[src/rtl/ce_gen_pkg.sv]
// Shared constants and types for the fractional clock-enable generator.
// Defaults target a 24 MHz clk_sys: ch0 = 1/4 (6M), ch1 = 1/6 (4M), ch2 = 179/2400 (1M79).
package ce_gen_pkg;

  localparam int unsigned CE_NUM_CH = 3;
  localparam int unsigned CE_ACC_W  = 16;

  // ch0 occupies the least significant ACC_W bits
  localparam logic [CE_NUM_CH*CE_ACC_W-1:0] CE_DEF_NUM = {16'd179,  16'd1, 16'd1};
  localparam logic [CE_NUM_CH*CE_ACC_W-1:0] CE_DEF_DEN = {16'd2400, 16'd6, 16'd4};

  // Rate configuration word for one channel
  typedef struct packed {
    logic [CE_ACC_W-1:0] num;
    logic [CE_ACC_W-1:0] den;
  } ce_cfg_t;

endpackage

[src/rtl/ce_frac_ch.sv]
// One fractional clock-enable channel: accumulator, live rate, shadow rate and apply logic.
// Ports:
//   clk_sys, reset_n         clock, synchronous active-low reset
//   pause                    freeze accumulator, hold ce low, defer applies
//   resync                   clear accumulator, apply any pending shadow now
//   cfg_wr, cfg_num/cfg_den  load shadow rate (already decoded for this channel)
//   cfg_pending              shadow waiting to be applied
//   cfg_ack                  one-cycle pulse when the shadow becomes live
//   ce                       registered clock-enable pulse
module ce_frac_ch #(
  parameter int unsigned       ACC_W   = 16,
  parameter logic [ACC_W-1:0]  DEF_NUM = ACC_W'(1),
  parameter logic [ACC_W-1:0]  DEF_DEN = ACC_W'(4)
) (
  input  logic             clk_sys,
  input  logic             reset_n,
  input  logic             pause,
  input  logic             resync,
  input  logic             cfg_wr,
  input  logic [ACC_W-1:0] cfg_num,
  input  logic [ACC_W-1:0] cfg_den,
  output logic             cfg_pending,
  output logic             cfg_ack,
  output logic             ce
);

  logic [ACC_W-1:0] acc_q, acc_d;
  logic [ACC_W-1:0] num_q, num_d;
  logic [ACC_W-1:0] den_q, den_d;
  logic [ACC_W-1:0] sh_num_q, sh_num_d;
  logic [ACC_W-1:0] sh_den_q, sh_den_d;
  logic             pend_q, pend_d;
  logic             ack_q, ack_d;
  logic             ce_q, ce_d;

  logic             dis_c;
  logic [ACC_W-1:0] num_eff_c;
  logic [ACC_W:0]   sum_c;
  logic             cross_c;
  logic             apply_c;

  // Effective rate and crossing detect; num is clamped to den so ce never exceeds one per cycle
  always_comb begin
    dis_c     = (num_q == '0) || (den_q == '0);
    num_eff_c = (num_q > den_q) ? den_q : num_q;
    sum_c     = {1'b0, acc_q} + {1'b0, num_eff_c};
    cross_c   = !dis_c && (sum_c >= {1'b0, den_q});
  end

  // Next state: accumulate, apply shadow on crossing/disabled/resync, capture writes last
  always_comb begin
    acc_d    = acc_q;
    num_d    = num_q;
    den_d    = den_q;
    sh_num_d = sh_num_q;
    sh_den_d = sh_den_q;
    pend_d   = pend_q;
    ack_d    = 1'b0;
    ce_d     = 1'b0;
    apply_c  = 1'b0;

    if (resync) begin
      acc_d   = '0;
      apply_c = pend_q;
    end else if (!pause) begin
      if (dis_c) begin
        acc_d   = '0;
        apply_c = pend_q;
      end else if (cross_c) begin
        // remainder is kept so a rate change does not disturb phase
        acc_d   = ACC_W'(sum_c - {1'b0, den_q});
        ce_d    = 1'b1;
        apply_c = pend_q;
      end else begin
        acc_d = ACC_W'(sum_c);
      end
    end

    if (apply_c) begin
      num_d  = sh_num_q;
      den_d  = sh_den_q;
      pend_d = 1'b0;
      ack_d  = 1'b1;
    end

    // a write on the apply cycle re-arms pending with the new value
    if (cfg_wr) begin
      sh_num_d = cfg_num;
      sh_den_d = cfg_den;
      pend_d   = 1'b1;
    end
  end

  always_ff @(posedge clk_sys) begin
    if (!reset_n) begin
      acc_q    <= '0;
      num_q    <= DEF_NUM;
      den_q    <= DEF_DEN;
      sh_num_q <= '0;
      sh_den_q <= '0;
      pend_q   <= 1'b0;
      ack_q    <= 1'b0;
      ce_q     <= 1'b0;
    end else begin
      acc_q    <= acc_d;
      num_q    <= num_d;
      den_q    <= den_d;
      sh_num_q <= sh_num_d;
      sh_den_q <= sh_den_d;
      pend_q   <= pend_d;
      ack_q    <= ack_d;
      ce_q     <= ce_d;
    end
  end

  assign cfg_pending = pend_q;
  assign cfg_ack     = ack_q;
  assign ce          = ce_q;

endmodule

[src/rtl/ce_frac_gen.sv]
// Multi-channel fractional clock-enable generator. Each channel pulses ce at an average
// rate of f_clk_sys*NUM/DEN; rates are reloadable at runtime through a shadow register.
// Ports:
//   clk_sys, reset_n   clock, synchronous active-low reset
//   pause, resync      broadcast to all channels
//   cfg_wr/cfg_ch      config write strobe and target channel (out-of-range ignored)
//   cfg_num/cfg_den    new rate
//   cfg_pending        per channel shadow waiting
//   cfg_ack            per channel apply pulse
//   ce                 per channel registered clock-enable
module ce_frac_gen
  import ce_gen_pkg::*;
#(
  parameter int unsigned                    NUM_CH  = CE_NUM_CH,
  parameter int unsigned                    ACC_W   = CE_ACC_W,
  parameter logic [NUM_CH*ACC_W-1:0]        DEF_NUM = CE_DEF_NUM,
  parameter logic [NUM_CH*ACC_W-1:0]        DEF_DEN = CE_DEF_DEN,
  localparam int unsigned                   CH_W    = (NUM_CH > 1) ? $clog2(NUM_CH) : 1
) (
  input  logic              clk_sys,
  input  logic              reset_n,
  input  logic              pause,
  input  logic              resync,
  input  logic              cfg_wr,
  input  logic [CH_W-1:0]   cfg_ch,
  input  logic [ACC_W-1:0]  cfg_num,
  input  logic [ACC_W-1:0]  cfg_den,
  output logic [NUM_CH-1:0] cfg_pending,
  output logic [NUM_CH-1:0] cfg_ack,
  output logic [NUM_CH-1:0] ce
);

  for (genvar i = 0; i < NUM_CH; i++) begin : g_ch
    logic wr_c;

    // channel-local write strobe; codes >= NUM_CH match no channel
    always_comb wr_c = cfg_wr && (cfg_ch == CH_W'(i));

    ce_frac_ch #(
      .ACC_W   (ACC_W),
      .DEF_NUM (DEF_NUM[i*ACC_W +: ACC_W]),
      .DEF_DEN (DEF_DEN[i*ACC_W +: ACC_W])
    ) u_ch (
      .clk_sys     (clk_sys),
      .reset_n     (reset_n),
      .pause       (pause),
      .resync      (resync),
      .cfg_wr      (wr_c),
      .cfg_num     (cfg_num),
      .cfg_den     (cfg_den),
      .cfg_pending (cfg_pending[i]),
      .cfg_ack     (cfg_ack[i]),
      .ce          (ce[i])
    );
  end

endmodule
[config.mk]
export PLATFORM = sky130hd
export DESIGN_NAME = ce_frac_gen
export DESIGN_NICKNAME = d
export VERILOG_FILES = /design/src/rtl/ce_gen_pkg.sv /design/src/rtl/ce_frac_ch.sv /design/src/rtl/ce_frac_gen.sv
export SDC_FILE = /design/constraint.sdc
export NUM_CORES = 1
export LEC_CHECK = 0
export BUFFER_PORTS_ARGS = -buffer_cell sky130_fd_sc_hd__buf_2
export CAP_MARGIN = 30
export CORE_MARGIN = 2
export CORE_UTILIZATION = 40
export DETAILED_ROUTE_END_ITERATION = 7
export SYNTH_ARGS = -nofsm -noshare
export SYNTH_HDL_FRONTEND = slang
export SYNTH_SLANG_ARGS = --single-unit
export TNS_END_PERCENT = 50
[constraint.sdc]
create_clock -name clk_sys -period 16.8 [get_ports clk_sys]
set_input_delay 2.52 -clock clk_sys [delete_from_list [all_inputs] [get_ports clk_sys]]
set_output_delay 2.52 -clock clk_sys [all_outputs]
set_load 0.03 [all_outputs]
==> run metrics <==
outcome finished clean; VDD IR max 0.166 mV; Layout fillers 4005; clk buf depth 3; Clk pin slew, worst setup/hold paths 0.06 ns; Resize count post-CTS 0; Register Area 4980 um^2; Worst Path Buf+Inv 2; multiplexer area fraction after synthesis 8.24%; # H-tree levels 1; 1st-iter DRT viols 833; largest family of logic cells by synthesized area compound AO/OA/AOI/OAI gates; adder-cell share of the synthesized area 12.0%; Placed Instance Area 16600 um^2; Post-Syn Area per Cell 8.18 um^2; total CTS buffers 28; min-delay src g_ch[0].u_ch.sh_den_q[6]; total wire length 45300 um; Final TNS setup 0 ns; register bit count reported by yosys 249; vias in the first global route 13400; Period minus WS final 7.71 ns; largest area contributor in the netlist dfxtp_1; Slew HR 31.5%; GRT Overall Usage 21.7%; remaining global-route overflow 0; ys flop type dfxtp_1; Post-Syn Area 16000 um^2; Gate Count Post-Synth 1961; clock skew 0.0183 ns; r2r startpoint g_ch[1].u_ch.den_q[14]; initial core utilization 40.5%; multi-input gate area in the final layout 10200 um^2; postcts setup bufs 0; io pins 48; antenna-violating nets left 0; Root Driver clkbuf_16; share of post-route cells with drive strength above 1 8.50%; fmax 0.130 GHz; Worst Path Arrival 8.16 ns; Remaining DRCs 0; Area growth, synth to finish 9.50%; post-layout instance area 17600 um^2; slowest stage cell, crit path a21oi_2; MaxCap Viol Count 0; Placement Rows 73; DR vias/cell 5.57; worst setup path class reg -> reg; Synth Warn # 0; Worst Setup End Kind register; pin count of the biggest net entering global routing 70; Post-synth EDFFs 0; CTS Sinks 249; Crit path largest cell delay 0.84 ns; Worst Max-Slew Pin Slew 1.03 ns; Synth Area in Compound Gates 20.5%; delay-heaviest family, CP compound AO/OA/AOI/OAI gates; Die W 204 um; Final nets 2144; Final Setup Violations 0; total core area 39600 um^2; initial antenna violation count 0; hold crit path type reg -> reg; CTS tree done; Die H 204 um; buffers added on ports 47; DRT Pass-1 Iters 5; asr flop ratio synth 0%; GR met3 Demand/Resource 2.28%; most frequent cells after synthesis 340 x nand2_1, 249 x dfxtp_1, 168 x a21oi_1; P_leak 7.01 nW; Crit Path Max Fanout 17; routed len/inst 18.1 um; Slew Limit Fails 0; busiest grt layer met2; required time of the critical path 17.25 ns; number of diodes 0; DP Wirelength 34100 um; fraction of the mapped netlist area in simple logic gates 18.7%; first-pass GRT wire length 73000 um; critical path launch point g_ch[1].u_ch.den_q[14]; Post-Synth XOR/XNOR Area 3.82%; Worst-Skew Late Latency 0.56 ns; global routing met1 resource utilization 29.3%; met2 Resource Use GR 36.6%; die area 41700 um^2; RSZ-0062 raised after global routing false; Fin. Hold Viols 0; CTS Hold Bufs 0; via count 13900; Final Cycle Share 45.9%; Placer Congestion 0.916; Synth area leaders dfxtp_1 31%, ha_1 11%, nand2_1 8.0%, mux2i_1 6.0%, a21oi_1 5.2%; CP startpoint kind register; post-synth top area share 31.1%; post-synth net total 2150; sequential area share after synthesis 31.1%; count of different cell masters after synthesis 83; top-count cell post-synth nand2_1; Cell Pwr Density 162 nW/um^2
[state kept, by name (all words and copies together), names as in the netlist]
register,flops
g_ch.u_ch.cfg_pending,3
g_ch.u_ch.sh_den_q,48
g_ch.u_ch.cfg_ack,3
g_ch.u_ch.num_q,48
g_ch.u_ch.ce,3
g_ch.u_ch.acc_q,48
g_ch.u_ch.sh_num_q,48
g_ch.u_ch.den_q,48
[cell families (layout without fill, tap and decap cells)]
group                      Yosys count  after routing
xor gates and xnor gates            70             70
adders and majority gates          150            150
DFF                                249            249
and+or+nand+nor                    670            670
AOI/OAI and AO/OA                  495            495
buffers and inverters              199            215
muxes                              128            128
[worst paths after layout]
kind / endpoint / slack [ns] / depth (start not counted)
worst max-delay path: g_ch[1].u_ch.acc_q[13] / 9.09 / 25
worst min-delay path: g_ch[0].u_ch.den_q[6] / 0.44 / 2
worst max register to register: g_ch[1].u_ch.acc_q[13] / 9.09 / 25
worst min register to register: g_ch[0].u_ch.den_q[6] / 0.44 / 2
[final cells by class]
| class | instances | share of cell area (%) |
|---|---|---|
| Multi-Input combinational cell | 1513 | 58.0 |
| Tap cell | 525 | 3.74 |
| Inverter | 97 | 2.09 |
| Clock buffer | 37 | 4.53 |
| Clock inverter | 15 | 1.10 |
| Timing Repair Buffer | 66 | 2.15 |
| Sequential cell | 249 | 28.4 |
[worst min-delay path: stages, from the launching register on]
cell and delay [ns]:
dfxtp_1 0.31, nand2_1 0.05, o21ai_1 0.05
[per-stage QoR]
| stage | utilization (%) | total power, mW | hold WS (ns) | std cells | setup slack, ns |
|---|---|---|---|---|---|
| global placement | 41.8 | 2.18 | 0.433 | 2450 | 9.25 |
| detailed placement | 41.8 | 2.19 | 0.441 | 2450 | 9.26 |
| floorplan | - | 1.95 | 0.429 | 1961 | 10.60 |
| global route | 44.3 | 3.04 | 0.466 | 2502 | 8.57 |
| finish | 44.3 | 2.85 | 0.445 | 2502 | 9.09 |
| CTS | 44.3 | 2.86 | 0.449 | 2502 | 9.23 |
[layer usage]
| layer | wire (um) | up-vias | part of all wire (%) |
|---|---|---|---|
| li1 | - | 7008 | - |
| met1 | 21300 | 6614 | 47 |
| met2 | 21100 | 247 | 47 |
| met3 | 1700 | 58 | 3.8 |
| met4 | 1150 | 0 | 2.5 |
| met5 | 0 | - | 0 |
[cell usage in the layout, fill, tap and decap left out, types with 24 or more instances in the layout]
master	n
a21oi_1	168
buf_2	47
clkbuf_16	29
dfxtp_1	249
ha_1	144
inv_1	95
mux2_2	25
mux2i_1	96
nand2_1	340
nand3_1	70
nand4_1	24
nor2_1	107
nor4_1	31
o21ai_0	73
o21ai_1	48
xnor2_1	53
[power breakdown]
| group | total (mW) | internal (mW) | switching [mW] |
|---|---|---|---|
| clock | 0.656 | 0.395 | 0.261 |
| combinational | 1.52 | 0.680 | 0.839 |
| sequential | 0.673 | 0.640 | 0.0332 |
(Power assumes the default switching activity.)
